[src/rtl/mul_i4_o4_err_monitor.sv]
// Sweeps all 16 input vectors of a 2x2 approximate multiplier and accumulates error statistics against the exact product.
// Latency: done pulses 17 cycles after start is sampled; start is ignored outside IDLE, approx_out is sampled combinationally every SWEEP cycle.
module mul_i4_o4_err_monitor #(
  parameter int ET = 2
) (
  input  logic       clk,
  input  logic       rst,
  input  logic       start,
  input  logic [3:0] approx_out,
  output logic [3:0] stim,
  output logic       busy,
  output logic       done,
  output logic [3:0] max_err,
  output logic [7:0] err_sum,
  output logic [4:0] viol_cnt,
  output logic [3:0] first_fail,
  output logic       fail_seen,
  output logic       pass
);

  typedef enum logic [1:0] {
    IDLE  = 2'd0,
    SWEEP = 2'd1,
    DONE  = 2'd2
  } state_t;

  localparam logic [31:0] ET_U = ET;

  state_t     state;
  logic [3:0] exact;
  logic [3:0] err;
  logic       viol;

  // Operands are 2 bits each, so the product (max 9) always fits in 4 bits.
  assign exact = {2'b00, stim[1:0]} * {2'b00, stim[3:2]};
  assign err   = (exact >= approx_out) ? (exact - approx_out) : (approx_out - exact);
  assign viol  = ({28'd0, err} > ET_U);

  assign busy = (state == SWEEP);
  assign done = (state == DONE);
  assign pass = (viol_cnt == 5'd0);

  always_ff @(posedge clk) begin
    if (rst) begin
      state      <= IDLE;
      stim       <= 4'd0;
      max_err    <= 4'd0;
      err_sum    <= 8'd0;
      viol_cnt   <= 5'd0;
      first_fail <= 4'd0;
      fail_seen  <= 1'b0;
    end else begin
      case (state)
        IDLE: begin
          if (start) begin
            state      <= SWEEP;
            stim       <= 4'd0;
            max_err    <= 4'd0;
            err_sum    <= 8'd0;
            viol_cnt   <= 5'd0;
            first_fail <= 4'd0;
            fail_seen  <= 1'b0;
          end
        end
        SWEEP: begin
          if (err > max_err) max_err <= err;
          err_sum <= err_sum + {4'd0, err};
          if (viol) begin
            viol_cnt <= viol_cnt + 5'd1;
            if (!fail_seen) begin
              first_fail <= stim;
              fail_seen  <= 1'b1;
            end
          end
          // stim wraps 15 -> 0 on its own as the sweep ends.
          stim <= stim + 4'd1;
          if (stim == 4'd15) state <= DONE;
        end
        DONE:    state <= IDLE;
        default: state <= IDLE;
      endcase
    end
  end

endmodule

[config.mk]
export PLATFORM = sky130hd
export DESIGN_NAME = mul_i4_o4_err_monitor
export DESIGN_NICKNAME = d
export VERILOG_FILES = /design/src/rtl/mul_i4_o4_err_monitor.sv
export SDC_FILE = /design/constraint.sdc
export NUM_CORES = 1
export LEC_CHECK = 0
export BUFFER_PORTS_ARGS = -buffer_cell sky130_fd_sc_hd__buf_2
export CAP_MARGIN = 15
export CORE_MARGIN = 4
export CORE_UTILIZATION = 35
export CTS_BUF_LIST = sky130_fd_sc_hd__clkbuf_4
export CTS_CLUSTER_DIAMETER = 150
export DETAILED_ROUTE_END_ITERATION = 8
export PLACE_DENSITY = 0.62
export SYNTH_ARGS = -nofsm -noshare
export SYNTH_HDL_FRONTEND = slang
export SYNTH_SLANG_ARGS = --single-unit
[constraint.sdc]
create_clock -name clk -period 7.1 [get_ports clk]
set_input_delay 0.355 -clock clk [delete_from_list [all_inputs] [get_ports clk]]
set_output_delay 0.355 -clock clk [all_outputs]
set_load 0.02 [all_outputs]
Word-level counts from Yosys, hierarchy flattened --
Index checks and enable logic that the tools add are counted. W data, S select, Z words.
Word-level totals: bits in registers 28, input port bits 7, output and inout bits 29
Cells by class: add/sub/neg operators 5, multipliers 1, magnitude comparators 3, equal/unequal tests 8, multiplexer cells 19, reduce and logical (&&, ||, !) cells 8
Operator list (count):
- $pmux W4 S2 | 3
- $mux W4 | 5
- $pmux W8 S2 | 1
- $mux W5 | 2
- $pmux W5 S2 | 1
- $add A8 B4 Y8 | 1
- $mux W8 | 1
- $sub A4 B4 Y4 | 2
- $ne A2 B1 Y1 const B | 3
- $reduce_and A3 Y1 | 2
- $add A5 B1 Y5 const B | 1
- $logic_not A5 Y1 | 1
- $add A4 B1 Y4 const B | 1
- $eq A4 B4 Y1 const B | 1
- $ge A4 B4 Y1 | 1
- $gt A4 B2 Y1 const B | 1
- $gt A4 B4 Y1 | 1
- $mul A2 B2 Y4 | 1
- $mux W2 | 2
- $ne A2 B2 Y1 const B | 2
- $pmux W2 S2 | 1
- $reduce_and A2 Y1 | 2
- $reduce_and A4 Y1 | 1
- $eq A2 B1 Y1 const B | 1
- 5 further kinds | 6

Depth between registers and ports, before layout --
Gate-level depths: netlist (run 1).
depth after elaboration 6, depth in mapped cells 17

Worst setup path after synthesis (run 1) --
OpenSTA, ideal clock, no wires.
path kind register -> register, start point register stim[2], end point register max_err[2], setup time 0.071 ns, data arrival time 3.521 ns, required time 7.029 ns, path slack 3.509 ns, cell stages (with the launch flop) 18, path buffers 1, cells stage by stage dfxtp_1 > and2_1 > ha_1 > ha_1 > ha_1 > buf_6 > a21oi_2 > o21ai_1 > a32o_1 > or4_4 > inv_1 > ha_1 > nand2_1 > nor3_1 > o21ai_0 > a41o_1 > or3_1 > a21oi_1
Between the ends: longest elaborated chain between the ends 6
RTL lines:
- from (decl) | RTL line 10 | output logic [3:0] stim,
- from (signal assigned) | RTL line 76 | stim <= stim + 4'd1;
- $mul A2 B2 Y4 * | RTL line 35 | assign exact = {2'b00, stim[1:0]} * {2'b00, stim[3:2]};
- $sub A4 B4 Y4 or $ge A4 B4 Y1 (tied branches) | RTL line 36 | assign err = (exact >= approx_out) ? (exact - approx_out) : (approx_out - exact);
- $mux W4 * | RTL line 36
- $gt A4 B4 Y1 | RTL line 66 | if (err > max_err) max_err <= err;
- $ne A2 B1 Y1 (no source line)
- $reduce_and A3 Y1 (no source line)
- to (signal assigned) | RTL line 66
- to (decl) | RTL line 13 | output logic [3:0] max_err,
Mark *: on every way between the ends. The rest lies on a longest branch, timed or not. The select of a mux whose other input is x is not followed. A chain may end at the register's enable or synchronous reset.

Worst setup path after layout (run 1) --
start point register stim[1], end point register max_err[2]
The elaborated chain is that of the path after synthesis.

==> metrics.log, run 1 <==
[metrics] share of cell area taken by muxes after synthesis: under 10%
[metrics] iteration-0 DRC count of the detailed router: 40
[metrics] adder-cell share of the synthesized area: between 10% and 20%
[metrics] GRT Resource Usage Total: 13.5%
[metrics] port buffer count: 35
[metrics] Critical Path Most Common Cell: sky130_fd_sc_hd__ha_1
[metrics] kind of end point of the critical path: flop
[metrics] Worst Hold Class: in2reg
[metrics] Post-synth EDFFs: 0
[metrics] worst setup path category: reg2reg
[metrics] Starting Density: a little over a third
[metrics] root buf cell: sky130_fd_sc_hd__clkbuf_4
[metrics] number of nets in the layout: between 200 and 300
[metrics] Resized Gates After CTS: 0
[metrics] synthesis warning total: 0
[metrics] Primary FF master, synth: sky130_fd_sc_hd__dfxtp_1
[metrics] leading cell types by total area after synthesis: sky130_fd_sc_hd__dfxtp_1 (30%), sky130_fd_sc_hd__ha_1 (13%), sky130_fd_sc_hd__a21oi_1 (3.5%), sky130_fd_sc_hd__o21ai_0 (3.5%), sky130_fd_sc_hd__inv_1 (3.4%)
[metrics] largest fanout of any net on the critical path: 9
[metrics] placed wire-length estimate after detailed placement: about 3.3 mm
[metrics] P per Cell Area: between 150 and 200 nW/um2
[metrics] largest stage delay on the critical path: between 0.4 and 0.5 ns
[metrics] met3 usage: under 10%
[metrics] Std-Cell Core Area: between 5000 and 6000 um2
[metrics] DR WL/cell: between 10 and 15 um
[metrics] Finished Cell Area: 2150 um2
[metrics] number of DRC violations after detailed routing: 0
[metrics] GRT Max-Usage Layer: met2
[metrics] share of synthesized area occupied by flip-flops and latches: between 20% and 30%
[metrics] horizontal die dimension: just over 80 um
[metrics] status: completed
[metrics] number of slew-limit violations in the final report: 0
[metrics] die area: 6590 um2
[metrics] Final ANT Viol Nets: 0
[metrics] via count of the routed design: roughly 1.7k
[metrics] RSZ-0062 raised after global routing: false
[metrics] ys async rst share: 0%
[metrics] shortest clock period the worst path allows after layout: ~3.9 ns
[metrics] commonest cells after routing, fill and taps aside: sky130_fd_sc_hd__buf_2 (35), sky130_fd_sc_hd__dfxtp_1 (28), sky130_fd_sc_hd__ha_1 (19), sky130_fd_sc_hd__inv_1 (17), sky130_fd_sc_hd__nor2_1 (16)
[metrics] Antenna Cells: 0
[metrics] area share of and/or/nand/nor cells after synthesis: between 20% and 30%
[metrics] fraction of the mapped netlist area in compound gates: between 20% and 30%
[metrics] Worst Hold Margin: 0.380 ns
[metrics] cell taking the most area after synthesis: sky130_fd_sc_hd__dfxtp_1
[metrics] Post-CTS Hold Fix Bufs: 0
[metrics] distinct cell type count of the synthesized netlist: 52
[metrics] # setup viols final: 0
[metrics] parity-gate share of the synthesized area counting xor and xnor cells: 1.40%
[metrics] area added between synthesis and finish: 14.8%
[metrics] instance area at placement: between 2000 and 2500 um2
[metrics] fmax: 259 MHz
[metrics] antenna violations before repair: 0
[metrics] Final TNS setup: 0 ns
[metrics] Least-Margin Pin Slew: around 0.6 ns
[metrics] worst setup skew after layout: around 0.0054 ns
[metrics] CP Cell Sequence: and2_1 -> ha_1 -> ha_1 -> ha_1 -> a21oi_2 -> o21ai_1 -> a32o_1 -> or4_4 -> inv_1 -> ha_1 -> nand2_1 -> nor3_1 -> o21ai_0 -> a41o_1 -> or3_1 -> a21oi_1
[metrics] Global Route met2 Usage: between 20% and 30%
[metrics] Post-CTS Repair Setup Buffers: 0
[metrics] clock-pin slew of the registers on the worst-case setup and hold paths: between 0.15 and 0.2 ns
[metrics] Clock H-tree levels: 1
[metrics] number of global-route vias before repair: ~1.6k
[metrics] first-pass GRT wire length: ~7.1 mm
[metrics] share of cells above drive strength 1: roughly a fifth
[metrics] clock latency on the worst-skew pair: 0.34 ns
[metrics] peak supply drop: 0.0000815 V
[metrics] synthesized net count: 250
[metrics] number of buffers created by CTS: 3
[metrics] number of clock sinks: 28
[metrics] critical path data required time: 7.39 ns
[metrics] Die Ht: 81.2 um
[metrics] worst rel slew slack: between 50% and 60%
[metrics] total number of placement rows: 26
[metrics] via-per-instance ratio: 5.26
[metrics] average footprint of a synthesized cell: roughly 8.4 um2
[metrics] max-cap check violation count: 0
[metrics] flop and latch count out of synthesis: 28
[metrics] GRT met1 Usage: about 17%
[metrics] Max Buffers Root-to-Sink: 2
[metrics] global placer's final weighted congestion: 0.926
[metrics] combinational family with the most area after synthesis: compound AO/OA/AOI/OAI gates
[metrics] Syn Std Cell Area: approximately 1900 um2
[metrics] Lkg Pwr: between 0.0009 and 0.001 uW
[metrics] TritonCTS clock tree: done
[metrics] post-synth top area share: ~30%
[metrics] largest net degree at the start of global routing: 20
[metrics] Mapped Cells: 222
[metrics] post-route clock period utilization: between 50% and 60%
[metrics] critical path startpoint category: flop
[metrics] Arrival @ worst endpoint: about 4.1 ns
[metrics] cell with the biggest individual delay on the critical path: sky130_fd_sc_hd__or4_4
[metrics] grt total ovfl: 0
[metrics] final routed wirelength across all metal layers: ~4.3 mm
[metrics] number of primary I/O pins: 36
[metrics] Hold Violations, Final: 0
[metrics] most common cell after layout, fill and taps aside: sky130_fd_sc_hd__buf_2
[metrics] first drt pass iteration count: 4
critical path, delay by kind of cell, from the launching register on:
kind,cells,cell delay (ns)
AND/OR/NAND/NOR,5,1.18
AO/OA/AOI/OAI,6,1.16
adder cells (fa/ha/maj),4,0.96
flip-flops,1,0.40
buffers and inverters,1,0.09
area by class of cell:
cell class	instances	area [um2]
fillers	540	2990
flip-flops and latches	28	561
clock buffers	3	22.5
clock inverters	1	30.0
repair buffers	35	175
well taps	70	87.6
inverters	18	67.6
multi-input cells	170	1210
cell usage after synthesis (2+ instances only):
cell	number
sky130_fd_sc_hd__nor3_1	2
sky130_fd_sc_hd__nor3b_1	2
sky130_fd_sc_hd__a31oi_1	4
sky130_fd_sc_hd__clkbuf_1	3
sky130_fd_sc_hd__or2_2	2
sky130_fd_sc_hd__a21bo_2	2
sky130_fd_sc_hd__o21ai_1	2
sky130_fd_sc_hd__buf_6	2
sky130_fd_sc_hd__a22o_1	5
sky130_fd_sc_hd__a21boi_0	2
sky130_fd_sc_hd__nand2b_1	3
sky130_fd_sc_hd__a22oi_1	3
sky130_fd_sc_hd__a21o_1	4
sky130_fd_sc_hd__nor2_1	16
sky130_fd_sc_hd__inv_1	17
sky130_fd_sc_hd__fa_1	2
sky130_fd_sc_hd__a211oi_1	2
sky130_fd_sc_hd__xnor2_1	2
sky130_fd_sc_hd__o21ai_0	13
sky130_fd_sc_hd__dfxtp_1	28
sky130_fd_sc_hd__o31ai_1	2
sky130_fd_sc_hd__nand3b_1	2
sky130_fd_sc_hd__or4_1	2
sky130_fd_sc_hd__nand3_1	12
sky130_fd_sc_hd__nand2_1	15
sky130_fd_sc_hd__nor2b_1	4
sky130_fd_sc_hd__mux2_2	3
sky130_fd_sc_hd__mux2i_1	2
sky130_fd_sc_hd__and2_1	4
sky130_fd_sc_hd__ha_1	19
sky130_fd_sc_hd__or3_1	3
sky130_fd_sc_hd__a21oi_1	13
sky130_fd_sc_hd__o211ai_1	6
worst paths after layout:
| kind | slack, ns | to | cells after the start | start |
|---|---|---|---|---|
| setup reg to reg | 3.24 | max_err[2]$_SDFFE_PP0P_ | 16 | stim[1]$_SDFFE_PP0P_ |
| hold / removal | 0.38 | err_sum[5]$_SDFFE_PP0P_ | 2 | rst |
| setup / recovery | 3.24 | max_err[2]$_SDFFE_PP0P_ | 16 | stim[1]$_SDFFE_PP0P_ |
| hold reg to reg | 0.48 | max_err[3]$_SDFFE_PP0P_ | 2 | max_err[3]$_SDFFE_PP0P_ |
logic make-up after synthesis:
kind of cell | Yosys count
AOI/OAI and AO/OA | 66
xor gates and xnor gates | 3
buffers and inverters | 24
and+or+nand+nor | 73
adders and majority gates | 22
muxes | 6
DFF | 28
per-layer routing:
metal,vias up,routed length [um]
met5,-,0
met4,0,85
met3,8,160
met2,44,2030
met1,789,1990
li1,870,-
power by group:
group	switching, uW	internal, uW
clock	50.4	57.2
combinational	46.9	30.1
sequential	7.35	163
registers in the layout, indices dropped and copies added, names as in the netlist:
name / flops
err_sum: 8
fail_seen: 1
viol_cnt: 5
first_fail: 4
state: 2
stim: 4
max_err: 4
per-stage QoR:
| step | power, uW | utilization (%) | cells | worst slack, ns |
|---|---|---|---|---|
| 6_report | 355 | 41.9 | 325 | 3.24 |
| 3_5_place_dp | 251 | 40.8 | 321 | 3.30 |
| 3_3_place_gp | 250 | 40.8 | 321 | 3.36 |
| 5_1_grt | 375 | 41.9 | 325 | 2.98 |
| 4_1_cts | 360 | 41.9 | 325 | 3.23 |
| 2_1_floorplan | 231 | - | 222 | 3.51 |
Note: power is estimated with default switching activity, not from simulation.
==> inputs of run 2 (changes only) <==
--- a/config.mk
+++ b/config.mk
@@ -5,6 +5,7 @@
 export SDC_FILE = /design/constraint.sdc
 export NUM_CORES = 1
 export LEC_CHECK = 0
+export ABC_AREA = 1
 export BUFFER_PORTS_ARGS = -buffer_cell sky130_fd_sc_hd__buf_2
 export CAP_MARGIN = 15
 export CORE_MARGIN = 4
@@ -12,7 +13,7 @@
 export CTS_BUF_LIST = sky130_fd_sc_hd__clkbuf_4
 export CTS_CLUSTER_DIAMETER = 150
 export DETAILED_ROUTE_END_ITERATION = 8
-export PLACE_DENSITY = 0.62
+export PLACE_DENSITY = 0.63
 export SYNTH_ARGS = -nofsm -noshare
 export SYNTH_HDL_FRONTEND = slang
 export SYNTH_SLANG_ARGS = --single-unit
==> constraint.sdc (replaced) <==
create_clock -name clk -period 3.3 [get_ports clk]
set_input_delay 0.165 -clock clk [delete_from_list [all_inputs] [get_ports clk]]
set_output_delay 0.165 -clock clk [all_outputs]
set_load 0.02 [all_outputs]
==> run 2 against run 1 <==
Clock power grew 110%. Power grew 140%. Final cell count grew 23%. Cell area grew 12%. Utilization grew 1.3 points. Largest power group unchanged. Sequential power grew 120%. Count of clock-buffer cells in the layout is the same.
==> metrics.log, run 2 <==
[metrics] leading cell type by number of instances after synthesis: sky130_fd_sc_hd__nand2_1 (was sky130_fd_sc_hd__dfxtp_1)
[metrics] Syn Std Cell Area: 2030 um2 (was 1870 um2)
[metrics] horizontal die dimension: 84.2 um (was 81.2 um)
[metrics] peak supply drop: 0.000164 V (was 0.0000815 V)
[metrics] number of global-route vias before repair: 1703 (was 1567)
[metrics] Final TNS setup: 0 ns (unchanged)
[metrics] TritonCTS clock tree: done (unchanged)
[metrics] critical path data required time: 3.54 ns (was 7.39 ns)
[metrics] synthesized net count: 319 (was 250)
[metrics] port buffer count: 35 (unchanged)
[metrics] Least-Margin Pin Slew: 0.498 ns (was 0.613 ns)
[metrics] flop and latch count out of synthesis: 28 (unchanged)
[metrics] synthesis warning total: 0 (unchanged)
[metrics] registers with the most flip-flops: err_sum: 8 flops, viol_cnt: 5 flops (unchanged)
[metrics] Post-synth top cells: sky130_fd_sc_hd__nand2_1 (65), sky130_fd_sc_hd__inv_1 (43), sky130_fd_sc_hd__dfxtp_1 (28) (was sky130_fd_sc_hd__dfxtp_1 (28), sky130_fd_sc_hd__ha_1 (19), sky130_fd_sc_hd__inv_1 (17))
[metrics] DR WL/cell: 11.5 um (was 13.1 um)
[metrics] flip-flop count of the largest register after layout: 8 (unchanged)
[metrics] antenna violations before repair: 0 (unchanged)
[metrics] CP Cell Sequence: nand2_1 -> inv_1 -> ha_4 -> ha_4 -> ha_1 -> a21oi_2 -> nand2_4 -> inv_2 -> nand2_2 -> nand3_1 -> and2_4 -> inv_1 -> ha_1 -> nand3_1 -> nor2_1 -> nor2_1 -> nand2_2 -> nand3_1 -> nand2_1 -> nor2_1 (was and2_1 -> ha_1 -> ha_1 -> ha_1 -> a21oi_2 -> o21ai_1 -> a32o_1 -> or4_4 -> inv_1 -> ha_1 -> nand2_1 -> nor3_1 -> o21ai_0 -> a41o_1 -> or3_1 -> a21oi_1)
[metrics] Placed Instances: 392 (was 321)
[metrics] worst setup skew after layout: 0.00974 ns (was 0.00544 ns)
[metrics] grt total ovfl: 0 (unchanged)
[metrics] number of nets in the layout: 356 (was 284)
[metrics] # setup viols final: 0 (unchanged)
[metrics] number of primary I/O pins: 36 (unchanged)
[metrics] cell taking the most area after synthesis: sky130_fd_sc_hd__dfxtp_1 (unchanged)
[metrics] distinct cell type count of the synthesized netlist: 32 (was 52)
[metrics] via count of the routed design: 1843 (was 1711)
[metrics] leading cell types by total area after synthesis: sky130_fd_sc_hd__dfxtp_1 (28%), sky130_fd_sc_hd__nand2_1 (12%), sky130_fd_sc_hd__ha_1 (12%), sky130_fd_sc_hd__inv_1 (7.9%), sky130_fd_sc_hd__a21oi_1 (5.9%) (was sky130_fd_sc_hd__dfxtp_1 (30%), sky130_fd_sc_hd__ha_1 (13%), sky130_fd_sc_hd__a21oi_1 (3.5%), sky130_fd_sc_hd__o21ai_0 (3.5%), sky130_fd_sc_hd__inv_1 (3.4%))
[metrics] Die Ht: 84.2 um (was 81.2 um)
[metrics] first drt pass iteration count: 4 (unchanged)
[metrics] status: completed (unchanged)
[metrics] Worst Hold Class: in2reg (unchanged)
[metrics] Clock H-tree levels: 1 (unchanged)
[metrics] utilization after layout: 43.1% (was 41.9%)
[metrics] Primary FF master, synth: sky130_fd_sc_hd__dfxtp_1 (unchanged)
[metrics] Worst R2R Setup Slack: 0.27 ns (was 3.24 ns)
[metrics] max-cap check violation count: 0 (unchanged)
[metrics] fmax: 330 MHz (was 259 MHz)
[metrics] worst setup path category: reg2reg (unchanged)
[metrics] Max Buffers Root-to-Sink: 2 (unchanged)
[metrics] Most flops, register: err_sum (unchanged)
[metrics] via-per-instance ratio: 4.62 (was 5.26)
[metrics] P per Cell Area: 348 nW/um2 (was 165 nW/um2)
[metrics] clock latency on the worst-skew pair: 0.34 ns (about the same)
[metrics] Lkg Pwr: 0.00123 uW (was 0.000987 uW)
[metrics] number of inserted filler cells in the final layout: 566 (was 540)
[metrics] share of cells above drive strength 1: 26.6% (was 19.6%)
[metrics] largest fanout of any net on the critical path: 8 (was 9)
[metrics] Worst Hold Margin: 0.203 ns (was 0.380 ns)
[metrics] iteration-0 DRC count of the detailed router: 86 (was 40)
[metrics] average footprint of a synthesized cell: 6.99 um2 (was 8.44 um2)
[metrics] shortest clock period the worst path allows after layout: 3.03 ns (was 3.86 ns)
[metrics] number of DRC violations after detailed routing: 0 (unchanged)
[metrics] post-route clock period utilization: 91.7% (was 54.3%)
[metrics] largest net degree at the start of global routing: 20 (unchanged)
[metrics] Post-synth EDFFs: 0 (unchanged)
[metrics] first-pass GRT wire length: 7.64 mm (was 7.13 mm)
[metrics] most common cell after layout, fill and taps aside: sky130_fd_sc_hd__nand2_1 (was sky130_fd_sc_hd__buf_2)
[metrics] post-synth top area share: 27.6% (was 29.9%)
[metrics] Arrival @ worst endpoint: 3.27 ns (was 4.14 ns)
[metrics] kind of end point of the critical path: flop (unchanged)
[metrics] area added between synthesis and finish: 18.2% (was 14.8%)
[metrics] critical path startpoint category: flop (unchanged)
[metrics] Std-Cell Core Area: 5570 um2 (was 5140 um2)
[metrics] die area: 7100 um2 (was 6590 um2)
[metrics] number of clock sinks: 28 (unchanged)
[metrics] GRT Resource Usage Total: 12.5% (was 13.5%)
[metrics] global placer's final weighted congestion: 0.878 (was 0.926)
[metrics] filler-free cell count of the finished design: 399 (was 325)
[metrics] Mapped Cells: 291 (was 222)
[metrics] Starting Density: 36.5% (about the same)
[metrics] placed wire-length estimate after detailed placement: 3.43 mm (was 3.27 mm)
[metrics] Final ANT Viol Nets: 0 (unchanged)
[metrics] Hold Violations, Final: 0 (unchanged)
[metrics] Antenna Cells: 0 (unchanged)
[metrics] cell with the biggest individual delay on the critical path: sky130_fd_sc_hd__dfxtp_4 (was sky130_fd_sc_hd__or4_4)
[metrics] ys async rst share: 0% (unchanged)
[metrics] total number of placement rows: 27 (was 26)
[metrics] worst rel slew slack: 66.7% (was 59.0%)
[metrics] largest stage delay on the critical path: 0.39 ns (was 0.49 ns)
[metrics] clock-pin slew of the registers on the worst-case setup and hold paths: 0.16 ns (about the same)
[metrics] number of slew-limit violations in the final report: 0 (unchanged)
[metrics] commonest cells after routing, fill and taps aside: sky130_fd_sc_hd__nand2_1 (64), sky130_fd_sc_hd__inv_1 (43), sky130_fd_sc_hd__buf_2 (35), sky130_fd_sc_hd__dfxtp_1 (25) (was sky130_fd_sc_hd__buf_2 (35), sky130_fd_sc_hd__dfxtp_1 (28), sky130_fd_sc_hd__ha_1 (19), sky130_fd_sc_hd__inv_1 (17), sky130_fd_sc_hd__nor2_1 (16))
[metrics] final routed wirelength across all metal layers: 4.58 mm (was 4.26 mm)
[metrics] share of synthesized area occupied by flip-flops and latches: 27.6% (was 29.9%)
[metrics] RSZ-0062 raised after global routing: false (unchanged)
[metrics] number of buffers created by CTS: 3 (unchanged)
[metrics] root buf cell: sky130_fd_sc_hd__clkbuf_4 (unchanged)
-- run 2: cell types whose count changed after synthesis, moves of 8 or more --
| cell | delta |
|---|---|
| sky130_fd_sc_hd__nor2_1 | +8 |
| sky130_fd_sc_hd__nand2_2 | +10 |
| sky130_fd_sc_hd__inv_1 | +26 |
| sky130_fd_sc_hd__a21oi_1 | +11 |
| sky130_fd_sc_hd__nand3_1 | +8 |
| sky130_fd_sc_hd__nand2_1 | +50 |
-- run 2: worst paths after layout --
check	from	endpoint	cells past startpoint
max reg2reg	stim[2]$_SDFFE_PP0P_	max_err[1]$_SDFFE_PP0P_	20
max	stim[2]$_SDFFE_PP0P_	max_err[1]$_SDFFE_PP0P_	20
min	rst	viol_cnt[2]$_SDFFE_PP0P_	2
min reg2reg	first_fail[1]$_SDFFE_PP0P_	first_fail[1]$_SDFFE_PP0P_	2
-- run 2: repair_timing --
item                                    in CTS  in global routing
gates resized for setup                      0                 13
hold buffers                                 0                  0
endpoints found under the setup margin       0                  8
setup buffers                                0                  3
-- run 2: logic make-up (layout without fill, tap and decap cells) --
family / Yosys count / in the layout / synth area share (%)
XOR/XNOR: 4 / 4 / 1.72
buffers and inverters: 58 / 94 / 11.6
AO/OA/AOI/OAI: 44 / 44 / 13.1
flip-flops: 28 / 28 / 27.6
adder cells (fa/ha/maj): 21 / 21 / 13.7
AND/OR/NAND/NOR: 136 / 136 / 32.3
-- run 2: final cells by class --
type                    instances  area [um2]  share of cell area (%)
clock inverters                 1        30.0                    1.25
clock buffers                   3        22.5                   0.937
well taps                      72        90.1                    3.75
flip-flops and latches         28         569                    23.7
repair buffers                 39         205                    8.53
inverters                      51         195                    8.12
multi-input cells             205        1290                    53.7
-- run 2: per-stage QoR --
| stage | setup WS, ns | instance area, um2 | total power, uW |
|---|---|---|---|
| global placement | 0.167 | 2270 | 606 |
| finish | 0.273 | 2400 | 836 |
| global route | 0.0317 | 2400 | 887 |
| CTS | 0.0418 | 2320 | 843 |
| detailed placement | 0.0783 | 2270 | 607 |
| floorplan | 0.194 | 2030 | 552 |
-- run 2: report_power, final --
group	total, uW	leakage [uW]	switching, uW	internal (uW)
clock network	232	0.0000279	109	123
logic	236	0.000969	153	82.8
registers	369	0.000230	13.9	355
total	836	0.00123	276	560
-- run 2: critical path: cells and delay by family (launching register included) --
family / cells / cell delay [ns]
flops: 1 / 0.39
fa+ha+maj: 4 / 0.96
compound gates: 1 / 0.24
simple gates: 12 / 1.12
buf+inv: 3 / 0.23
-- run 2: routing by layer --
metal / track usage (%) / part of all wire (%) / vias to the layer above
met1: 16.8 / 50 / 812
met4: 1.90 / 0.48 / 0
li1: - / - / 996
met5: 0 / 0 / -
met2: 21.0 / 46 / 31
met3: 2.75 / 3.6 / 4
